## config.mk

```make
export PLATFORM = sky130hd
export DESIGN_NAME = fetch_stage_flat
export DESIGN_NICKNAME = d
export VERILOG_FILES = /design/src/rtl/fetch_pkg.sv /design/src/rtl/fetch_if.sv /design/src/rtl/fetch_fifo.sv /design/src/rtl/fetch_stage.sv /design/src/flat_wrapper.sv
export SDC_FILE = /design/constraint.sdc
export NUM_CORES = 1
export LEC_CHECK = 0
export CORE_MARGIN = 2
export CORE_UTILIZATION = 55
export DETAILED_ROUTE_END_ITERATION = 10
export PLACE_DENSITY_LB_ADDON = 0.1
export SLEW_MARGIN = 20
export SYNTH_ARGS = -nofsm -noshare
export SYNTH_HDL_FRONTEND = slang
export SYNTH_SLANG_ARGS = --single-unit
```

## constraint.sdc

```tcl
create_clock -name clk -period 4.5 [get_ports clk]
set_input_delay 0.675 -clock clk [delete_from_list [all_inputs] [get_ports clk]]
set_output_delay 0.675 -clock clk [all_outputs]
set_load 0.005 [all_outputs]
```

## src/rtl/fetch_pkg.sv

```systemverilog
// Shared types and constants for the RV32I instruction-fetch stage.
package fetch_pkg;

  localparam logic [31:0] RESET_PC_DEFAULT = 32'h0000_2000;
  localparam logic [31:0] INST_NOP         = 32'h0000_0013;

  typedef struct packed {
    logic        epoch;
    logic [31:0] pc;
  } fetch_tag_t;

  typedef struct packed {
    logic [31:0] pc;
    logic [31:0] inst;
  } fetch_entry_t;

  typedef enum logic {
    StBoot,
    StRun
  } fetch_state_e;

endpackage

```

## src/rtl/fetch_if.sv

```systemverilog
// Instruction-cache request/response bus between fetch (master) and the cache (slave).
interface fetch_if;
  logic        req_valid;
  logic        req_ready;
  logic [31:0] req_addr;
  logic        resp_valid;
  logic [31:0] resp_data;

  modport master (
    output req_valid,
    output req_addr,
    input  req_ready,
    input  resp_valid,
    input  resp_data
  );

  modport slave (
    input  req_valid,
    input  req_addr,
    output req_ready,
    output resp_valid,
    output resp_data
  );
endinterface

```

## src/rtl/fetch_fifo.sv

```systemverilog
// Two-entry synchronous FIFO with flush; flush has priority over a same-cycle push.
module fetch_fifo #(
  parameter int unsigned Width = 32
) (
  input  logic             clk,
  input  logic             reset_n,
  input  logic             flush,
  input  logic             push,
  input  logic [Width-1:0] push_data,
  input  logic             pop,
  output logic [Width-1:0] head,
  output logic [1:0]       count,
  output logic             full,
  output logic             empty
);

  logic [Width-1:0] mem_q [2];
  logic             wr_ptr_q;
  logic             rd_ptr_q;
  logic [1:0]       count_q;
  logic             do_push;
  logic             do_pop;

  assign empty   = (count_q == 2'd0);
  assign full    = (count_q == 2'd2);
  assign count   = count_q;
  assign head    = mem_q[rd_ptr_q];
  assign do_pop  = pop & ~empty;
  assign do_push = push & (~full | do_pop);

  always_ff @(posedge clk or negedge reset_n) begin
    if (!reset_n) begin
      mem_q[0] <= '0;
      mem_q[1] <= '0;
      wr_ptr_q <= 1'b0;
      rd_ptr_q <= 1'b0;
      count_q  <= 2'd0;
    end else if (flush) begin
      wr_ptr_q <= 1'b0;
      rd_ptr_q <= 1'b0;
      count_q  <= 2'd0;
    end else begin
      if (do_push) begin
        mem_q[wr_ptr_q] <= push_data;
        wr_ptr_q        <= ~wr_ptr_q;
      end
      if (do_pop) begin
        rd_ptr_q <= ~rd_ptr_q;
      end
      count_q <= count_q + {1'b0, do_push} - {1'b0, do_pop};
    end
  end

endmodule

```

## src/rtl/fetch_stage.sv

```systemverilog
// Instruction-fetch stage: owns the PC, issues in-order icache requests, epoch-tags them
// and buffers returned instructions for decode. Define FETCH_PERF_EN for perf counters.
module fetch_stage
  import fetch_pkg::*;
#(
  parameter logic [31:0] RESET_PC        = RESET_PC_DEFAULT,
  parameter int unsigned MAX_OUTSTANDING = 2
) (
  input  logic        clk,
  input  logic        reset_n,
  input  logic        redirect_valid,
  input  logic [31:0] redirect_pc,
  fetch_if.master     icache,
  output logic        f_valid,
  input  logic        f_ready,
  output logic [31:0] f_pc,
  output logic [31:0] f_inst
`ifdef FETCH_PERF_EN
  ,
  output logic [31:0] perf_stall_cycles,
  output logic [31:0] perf_killed
`endif
);

  fetch_state_e state_q;
  logic [31:0]  pc_q;
  logic         epoch_q;

  fetch_tag_t   tag_push;
  fetch_tag_t   tag_head;
  logic [1:0]   tag_count;
  logic         tag_full;
  logic         tag_empty;
  fetch_entry_t buf_push;
  fetch_entry_t buf_head;
  logic [1:0]   buf_count;
  logic         buf_empty;
  logic         unused_buf_full;
  logic [1:0]   unused_redirect_lsb;

  logic         req_fire;
  logic         resp_fire;
  logic         resp_keep;
  logic         buf_pop;
  logic [2:0]   occupancy;
  logic         has_credit;

  assign unused_redirect_lsb = redirect_pc[1:0];

  // A same-cycle pop hands its credit straight back so decode sees one instruction per cycle.
  assign buf_pop    = f_valid & f_ready;
  assign occupancy  = {1'b0, tag_count} + {1'b0, buf_count} - {2'b00, buf_pop};
  assign has_credit = (occupancy < 3'(MAX_OUTSTANDING)) & ~tag_full;

  assign icache.req_valid = (state_q == StRun) & has_credit & ~redirect_valid;
  assign icache.req_addr  = pc_q;
  assign req_fire         = icache.req_valid & icache.req_ready;

  assign resp_fire = icache.resp_valid & ~tag_empty;
  assign resp_keep = resp_fire & (tag_head.epoch == epoch_q);

  assign tag_push = '{epoch: epoch_q, pc: pc_q};
  assign buf_push = '{pc: tag_head.pc, inst: icache.resp_data};

  assign f_valid = ~buf_empty & ~redirect_valid;
  assign f_pc    = buf_empty ? 32'h0 : buf_head.pc;
  assign f_inst  = buf_empty ? INST_NOP : buf_head.inst;

  always_ff @(posedge clk or negedge reset_n) begin
    if (!reset_n) begin
      state_q <= StBoot;
      pc_q    <= RESET_PC;
      epoch_q <= 1'b0;
    end else begin
      case (state_q)
        StBoot:  state_q <= StRun;
        StRun:   state_q <= StRun;
        default: state_q <= StBoot;
      endcase
      if (redirect_valid) begin
        pc_q    <= {redirect_pc[31:2], 2'b00};
        epoch_q <= ~epoch_q;
      end else if (req_fire) begin
        pc_q <= pc_q + 32'd4;
      end
    end
  end

  // Tags are never flushed: wrong-path responses must still drain in order.
  fetch_fifo #(
    .Width($bits(fetch_tag_t))
  ) u_tag_fifo (
    .clk      (clk),
    .reset_n  (reset_n),
    .flush    (1'b0),
    .push     (req_fire),
    .push_data(tag_push),
    .pop      (resp_fire),
    .head     (tag_head),
    .count    (tag_count),
    .full     (tag_full),
    .empty    (tag_empty)
  );

  fetch_fifo #(
    .Width($bits(fetch_entry_t))
  ) u_out_buf (
    .clk      (clk),
    .reset_n  (reset_n),
    .flush    (redirect_valid),
    .push     (resp_keep),
    .push_data(buf_push),
    .pop      (buf_pop),
    .head     (buf_head),
    .count    (buf_count),
    .full     (unused_buf_full),
    .empty    (buf_empty)
  );

`ifdef FETCH_PERF_EN
  logic        resp_drop;
  logic [1:0]  killed_inc;
  logic [31:0] stall_q;
  logic [31:0] killed_q;

  // A same-epoch response in a redirect cycle is lost to the flush, so it counts as killed.
  assign resp_drop  = resp_fire & (~resp_keep | redirect_valid);
  assign killed_inc = (redirect_valid ? buf_count : 2'd0) + {1'b0, resp_drop};

  always_ff @(posedge clk or negedge reset_n) begin
    if (!reset_n) begin
      stall_q  <= '0;
      killed_q <= '0;
    end else begin
      if (f_valid && !f_ready && (stall_q != '1)) begin
        stall_q <= stall_q + 32'd1;
      end
      if (killed_q > (32'hFFFF_FFFF - 32'(killed_inc))) begin
        killed_q <= '1;
      end else begin
        killed_q <= killed_q + 32'(killed_inc);
      end
    end
  end

  assign perf_stall_cycles = stall_q;
  assign perf_killed       = killed_q;
`endif

endmodule

```

## src/flat_wrapper.sv

```systemverilog
// flat-port wrapper written by rule: the top's interface ports become plain ports
module fetch_stage_flat import fetch_pkg::*;
#(
  parameter logic [31:0] RESET_PC        = RESET_PC_DEFAULT,
  parameter int unsigned MAX_OUTSTANDING = 2
)
  (clk, reset_n, redirect_valid, redirect_pc, f_valid, f_ready, f_pc, f_inst, icache_req_valid, icache_req_addr, icache_req_ready, icache_resp_valid, icache_resp_data);
  fetch_if icache_i ();
  input  logic clk;
  input  logic reset_n;
  input  logic redirect_valid;
  input  logic [31:0] redirect_pc;
  output logic f_valid;
  input  logic f_ready;
  output logic [31:0] f_pc;
  output logic [31:0] f_inst;
  output wire logic [$bits(icache_i.req_valid)-1:0] icache_req_valid;
  output wire logic [$bits(icache_i.req_addr)-1:0] icache_req_addr;
  input wire logic [$bits(icache_i.req_ready)-1:0] icache_req_ready;
  input wire logic [$bits(icache_i.resp_valid)-1:0] icache_resp_valid;
  input wire logic [$bits(icache_i.resp_data)-1:0] icache_resp_data;
  assign icache_req_valid = icache_i.req_valid;
  assign icache_req_addr = icache_i.req_addr;
  assign icache_i.req_ready = icache_req_ready;
  assign icache_i.resp_valid = icache_resp_valid;
  assign icache_i.resp_data = icache_resp_data;
  fetch_stage #(.RESET_PC(RESET_PC), .MAX_OUTSTANDING(MAX_OUTSTANDING)) u_core (.clk(clk), .reset_n(reset_n), .redirect_valid(redirect_valid), .redirect_pc(redirect_pc), .icache(icache_i), .f_valid(f_valid), .f_ready(f_ready), .f_pc(f_pc), .f_inst(f_inst));
endmodule
```

### After elaboration in Yosys (flattened, before gate mapping)

Cells that the tools add are included.

| storage, ports and cells | value |
|---|---|
| register bits after elaboration | 236 |
| output and inout bits | 98 |
| bits of input ports | 70 |
| logic and storage cells | 87 |

| operators by class | value |
|---|---|
| bitwise gates (word level) | 28 |
| multiplexer cells | 21 |
| equal/unequal tests | 3 |
| reductions and logical operators | 8 |
| $lt $le $gt $ge | 7 |
| add/sub/neg operators | 7 |

Operator list:

| cell | number |
|---|---|
| $mux 64 | 4 |
| $mux 33 | 4 |
| $bwmux 128 | 1 |
| $mux 32 | 4 |
| $bwmux 66 | 1 |
| $demux 64 s1 | 1 |
| $demux 33 s1 | 1 |
| $add 32x3->32 const B | 1 |
| $and 1x1->1 | 12 |
| $not 1->1 | 10 |
| $ge 2x2->1 const B | 4 |
| $not 1->2 | 4 |
| $reduce_bool 2->1 | 3 |
| $add 2x1->2 | 2 |
| $eq 2x2->1 const B | 2 |
| $logic_not 2->1 | 2 |
| $lt 2x1->1 const B | 2 |
| $mux 1 | 4 |
| $sub 2x1->2 | 2 |
| $add 2x2->3 | 1 |
| $lt 3x2->1 const B | 1 |
| $sub 3x1->3 | 1 |
| $logic_and 1x1->1 | 2 |
| $mux 2 | 1 |
| other kinds (3) | 4 |

### Depth between registers and ports, before layout

| logic depth | value |
|---|---|
| word-level depth | 13 |
| depth in mapped cells | 17 |
| gate-level depth less buffers | 14 |

### Hierarchy

From an unflattened synthesis, not the netlist that was laid out.

| second synthesis, totals | value |
|---|---|
| cells, all modules | 867 |
| area total of the unflattened synthesis | 11622.4 um2 |

Modules (own cells, without submodules):

| module | instances | area each (um2) | cells an instance | seq. area each (um2) |
|---|---|---|---|---|
| fetch_fifo (u_core.u_out_buf) | 1 | 5979.5 | 365 | 3303.2 |
| fetch_fifo (u_core.u_tag_fifo) | 1 | 3198.1 | 200 | 1751.7 |
| fetch_stage | 1 | 2444.8 | 302 | 802.0 |

### Worst setup path after synthesis

No wires, ideal clock.

| path | value |
|---|---|
| path type | input port to flip-flop |
| from | in redirect_valid |
| to | reg u_core.u_tag_fifo.count_q[1] (netlist: u_core.u_tag_fifo.count[1]) |
| setup time | 0.123 ns |
| stages | 17 |
| arrival | 3.819 ns |
| required time | 4.377 ns |
| path slack | 0.557 ns |
| path buffers | 4 |
| cell sequence | clkbuf_1 > clkbuf_1 > nor2_1 > and2_1 > ha_1 > nand2b_1 > fa_1 > xor2_1 > and4_1 > buf_2 > inv_2 > clkbuf_1 > ha_1 > inv_1 > ha_1 > xnor2_1 > xnor2_1 |

| between the ends | value |
|---|---|
| longest elaborated chain between the ends | 12 |

RTL lines:

| element | RTL line | text |
|---|---|---|
| start, declared | flat_wrapper.sv:11 | `input logic redirect_valid;` |
| $not 1->1 (no line) | n/a |  |
| $and 1x1->1 | fetch_stage.sv:65 | `assign f_valid = ~buf_empty & ~redirect_valid;` |
| net f_valid | flat_wrapper.sv:13 | `output logic f_valid;` |
| $and 1x1->1 | fetch_stage.sv:51 | `assign buf_pop = f_valid & f_ready;` |
| $sub 3x1->3 | fetch_stage.sv:52 | `assign occupancy = {1'b0, tag_count} + {1'b0, buf_count} - {2'b00, buf_pop};` |
| $lt 3x2->1 | fetch_stage.sv:53 | `assign has_credit = (occupancy < 3'(MAX_OUTSTANDING)) & ~tag_full;` |
| $and 1x1->1 | fetch_stage.sv:53 |  |
| $and 1x1->1 (2 in series) | fetch_stage.sv:55 | `assign icache.req_valid = (state_q == StRun) & has_credit & ~redirect_valid;` |
| $and 1x1->1 | fetch_stage.sv:57 | `assign req_fire = icache.req_valid & icache.req_ready;` |
| $and 1x1->1 | fetch_fifo.sv:29 | `assign do_push = push & (~full \| do_pop);` |
| $add 2x1->2 | fetch_fifo.sv:50 | `count_q <= count_q + {1'b0, do_push} - {1'b0, do_pop};` |
| $sub 2x1->2 | fetch_fifo.sv:50 |  |
| end signal, assigned | fetch_fifo.sv:50 |  |
| end, declared | fetch_fifo.sv:20 | `logic [1:0] count_q;` |

The timed path passes the listed nets, and every way through them passes these cells.
A chain may end at the register's enable or synchronous reset.

### Worst setup path in the final report

| path | value |
|---|---|
| from | reg u_core.u_out_buf.count_q[0] (netlist: u_core.u_out_buf.count[0]) |
| to | out icache_req_valid |

| between the ends | value |
|---|---|
| longest elaborated chain between the ends | 9 |
| elaborated cells between the ends (all ways) | 10 |
| those cells by class | 2 x add/sub; 1 x order compare; 6 x bitwise; 1 x reduce/logical |

RTL lines:

| element | RTL line | text |
|---|---|---|
| start, declared | fetch_fifo.sv:20 |  |
| start signal, assigned | fetch_fifo.sv:50 |  |
| $logic_not 2->1 | fetch_fifo.sv:24 | `assign empty = (count_q == 2'd0);` |
| $not 1->1 | fetch_stage.sv:65 |  |
| $and 1x1->1 | fetch_stage.sv:65 |  |
| $and 1x1->1 | fetch_stage.sv:51 |  |
| $sub 3x1->3 * | fetch_stage.sv:52 |  |
| $lt 3x2->1 * | fetch_stage.sv:53 |  |
| $and 1x1->1 * | fetch_stage.sv:53 |  |
| $and 1x1->1 * (2 in series) | fetch_stage.sv:55 |  |
| end, declared | flat_wrapper.sv:17 | `output wire logic [$bits(icache_i.req_valid)-1:0] icache_req_valid;` |

Every way passes the cells marked *; elsewhere a longest branch is shown, timed or not.

==> impl_results.md <==
- Cell taking the most area after synthesis: dfrtp_1
- Post-synth top flop: dfrtp_1
- Iter 0 DRT Violations: 443
- Top post-synthesis cells by count: dfrtp_1, mux2_2, nor2_1
- Share of cells above drive strength 1: 27.60%
- Final period util: 87.01%
- Core ar.: 20040 um^2
- FFs w/ async S/R, synth: 100.0%
- # diodes: 0
- MaxCap Viol Count: 0
- Crit path max fanout: 8
- Fin. max-slew vios: 0
- Post-DP HPWL: 15380 um
- Port buffer count: 161
- TritonCTS clock tree: yes
- Nets: 1091
- Initial antenna violation count: 0
- Area Growth Syn to Fin: 22.40%
- Total track usage: about 22%
- Kind of critical path: flop to output port
- Via count: between 7000 and 8000
- Drt pass-1 iters: 6
- Initial Util: a little under three fifths
- # hold bufs at CTS: 0
- # IOs: 168
- Startpoint types: flop
- Area contributors post-synth: dfrtp_1, mux2_2, mux2_4
- FF/Latch Area: 5660 um^2
- Multi-input gate area: 5057 um^2
- Post-synthesis cell area: 11130 um^2
- CP required: ~3800 ps
- Via density per instance: 5.684
- Final Skew: 11.18 ps
- Longest Clk Path Bufs: 3
- Critical Path AT: 3240 ps
- First-pass GRT wire length: 39560 um
- Count leader, synth: dfrtp_1
- Hold slack final: 192.8 ps
- Overflow after GRT: 0
- Min-delay worst type: input pin to async pin
- GR met1 Demand/Resource: 33.24%
- Seq/Total Area, Yosys: 50.83%
- Distinct cells, synth: 59
- CP endpoint kind: output port
- Fmax: 255.4 MHz
- Register bit count reported by yosys: approximately 230
- Top Usage Layer GRT: met2
- Total power: 0.007762 W
- WL per Instance: 18.55 um
- Final hold vios: 0
- Pleak: 6.099 nW
- Die W: 146.2 um
- Worst-path clk slew: roughly 60 ps
- Post-Route WL: 24100 um
- Number of flops mapped to enable cells by yosys: 0
- Routability cong.: 0.8265
- FILL cells: about 1600
- Drc violations: 0
- Worst Tran Pin Value: 910.9 ps
- DP Worst Slack: 631.9 ps
- Clock Tree Root: clkbuf_16
- Postcts setup bufs: 0
- # rows: 52
- Final setup viols: 0
- Fin worst setup slack: 584.7 ps
- Largest net degree at the start of global routing: 105
- Cells after synthesis: 866
- M3 GR Usage: 3.500%
- Area share of the largest cell type after synthesis: 50.60%
- Synth warn: 0
- Post-CTS Resized: 0
- Post-Syn Area per Cell: approximately 13 um^2
- Clk Latency, worst-skew pair: 510 ps
- Peak VDD IR: 324.1 uV
- Final Critical Period: 3915 ps
- Max_slew headroom: between 30% and 40%
- # clock sinks: roughly 230
- Pwr Density: 569.9 nW/um^2
- Die height: 146.2 um
- Num CTS Buffers: 24
- Vias in the first global route: 7454
- RSZ-0062 raised after global routing: no
- Die area: ~21000 um^2
- Status: complete, no violations
- H-tree depth: 1
- Final setup TNS: 0 ps
- Met2 Use GR: 35.68%
- Antenna viol nets, final: 0
## power by group
| part | switching, W | total, W | internal (W) | leakage, nW |
|---|---|---|---|---|
| combinational | 0.00105 | 0.00270 | 0.00164 | 2.82 |
| sequential | 0.000507 | 0.00321 | 0.00270 | 2.91 |
| clock | 0.000761 | 0.00186 | 0.00110 | 0.364 |
## flip-flops by register name (all words and copies together), names as in the netlist, 2 cells and up
| name | count |
|---|---|
| u_core.icache.req_addr | 30 |
| u_core.u_out_buf.mem_q | 124 |
| u_core.u_out_buf.count | 2 |
| u_core.u_tag_fifo.mem_q | 62 |
| u_core.u_tag_fifo.count | 2 |
## routing by layer
metal / part of all wire (%) / vias up
met5: 0 / -
met4: 1.6 / 0
met3: 5.2 / 39
met2: 45 / 218
met1: 48 / 3715
li1: - / 3411
## path summary, 6_finish.rpt
path,start,endpoint,slack [ps],cells past startpoint
worst min register to register,u_core.u_tag_fifo.mem_q[29],u_core.u_tag_fifo.mem_q[29],500,1
min in group clk,u_core.u_tag_fifo.mem_q[29],u_core.u_tag_fifo.mem_q[29],500,1
max in group asynchronous,reset_n,u_core.u_tag_fifo.mem_q[13],3280,2
worst max-delay path,u_core.u_out_buf.count[0],icache_req_valid,580,10
worst min-delay path,reset_n,u_core.u_out_buf.mem_q[88],190,1
worst max register to register,u_core.u_out_buf.count[0],u_core.u_tag_fifo.mem_q[54],1190,12
## metrics by stage
stage               util, %  instances  area [um^2]
floorplan                 -        869        11140
global placement      64.24       1257        12870
detailed placement    64.24       1257        12870
CTS                   67.94       1299        13610
global route          67.97       1299        13620
finish                67.97       1299        13620
## layout make-up
class	count	area share (%)
inverters	15	0.4134
clock buffers	40	5.374
well taps	270	2.480
repair buffers	180	12.97
clock inverters	2	0.07349
multi-input cells	566	37.13
flip-flops and latches	226	41.56
## worst max-delay path, cell delays in order, from the launching register on
cell and delay (ps):
dfrtp_1 490, nor2_4 150, nor2_1 60, and2_1 160, ha_1 260, nand2b_1 150
fa_1 380, xor2_1 210, nand3_1 110, nor3b_1 230, clkdlybuf4s50_1 540
## layout by cell type (no fill, tap or decap), drive strengths merged, types with 4 or more instances in the layout
master / netlist / final
buf: 37 / 21
clkdlybuf4s50: 0 / 159
a221o: 8 / 8
a21oi: 6 / 6
or3: 8 / 8
mux2: 218 / 218
nor4: 9 / 9
clkbuf: 25 / 40
nand4: 14 / 14
xor2: 6 / 6
nor2b: 4 / 4
o211ai: 9 / 9
o311ai: 4 / 4
dfrtp: 225 / 225
and2: 5 / 5
nand2: 29 / 29
o21ai: 13 / 13
inv: 15 / 15
ha: 7 / 7
nand3: 18 / 18
or4: 15 / 15
xnor2: 5 / 5
nor3: 6 / 6
mux2i: 66 / 66
a22oi: 4 / 4
conb: 2 / 5
a31oi: 4 / 4
nor2: 69 / 69
## logic make-up (layout without fill, tap and decap cells)
family	Yosys count	after routing	synth area share (%)
flops	226	226	50.83
mux	284	284	30.13
simple gates	193	193	8.916
buf+inv	77	237	4.003
xor+xnor	11	11	0.8657
other cells	2	5	0.06749
compound gates	65	65	4.216
fa+ha+maj	8	8	0.9669
(Power assumes the default switching activity.)
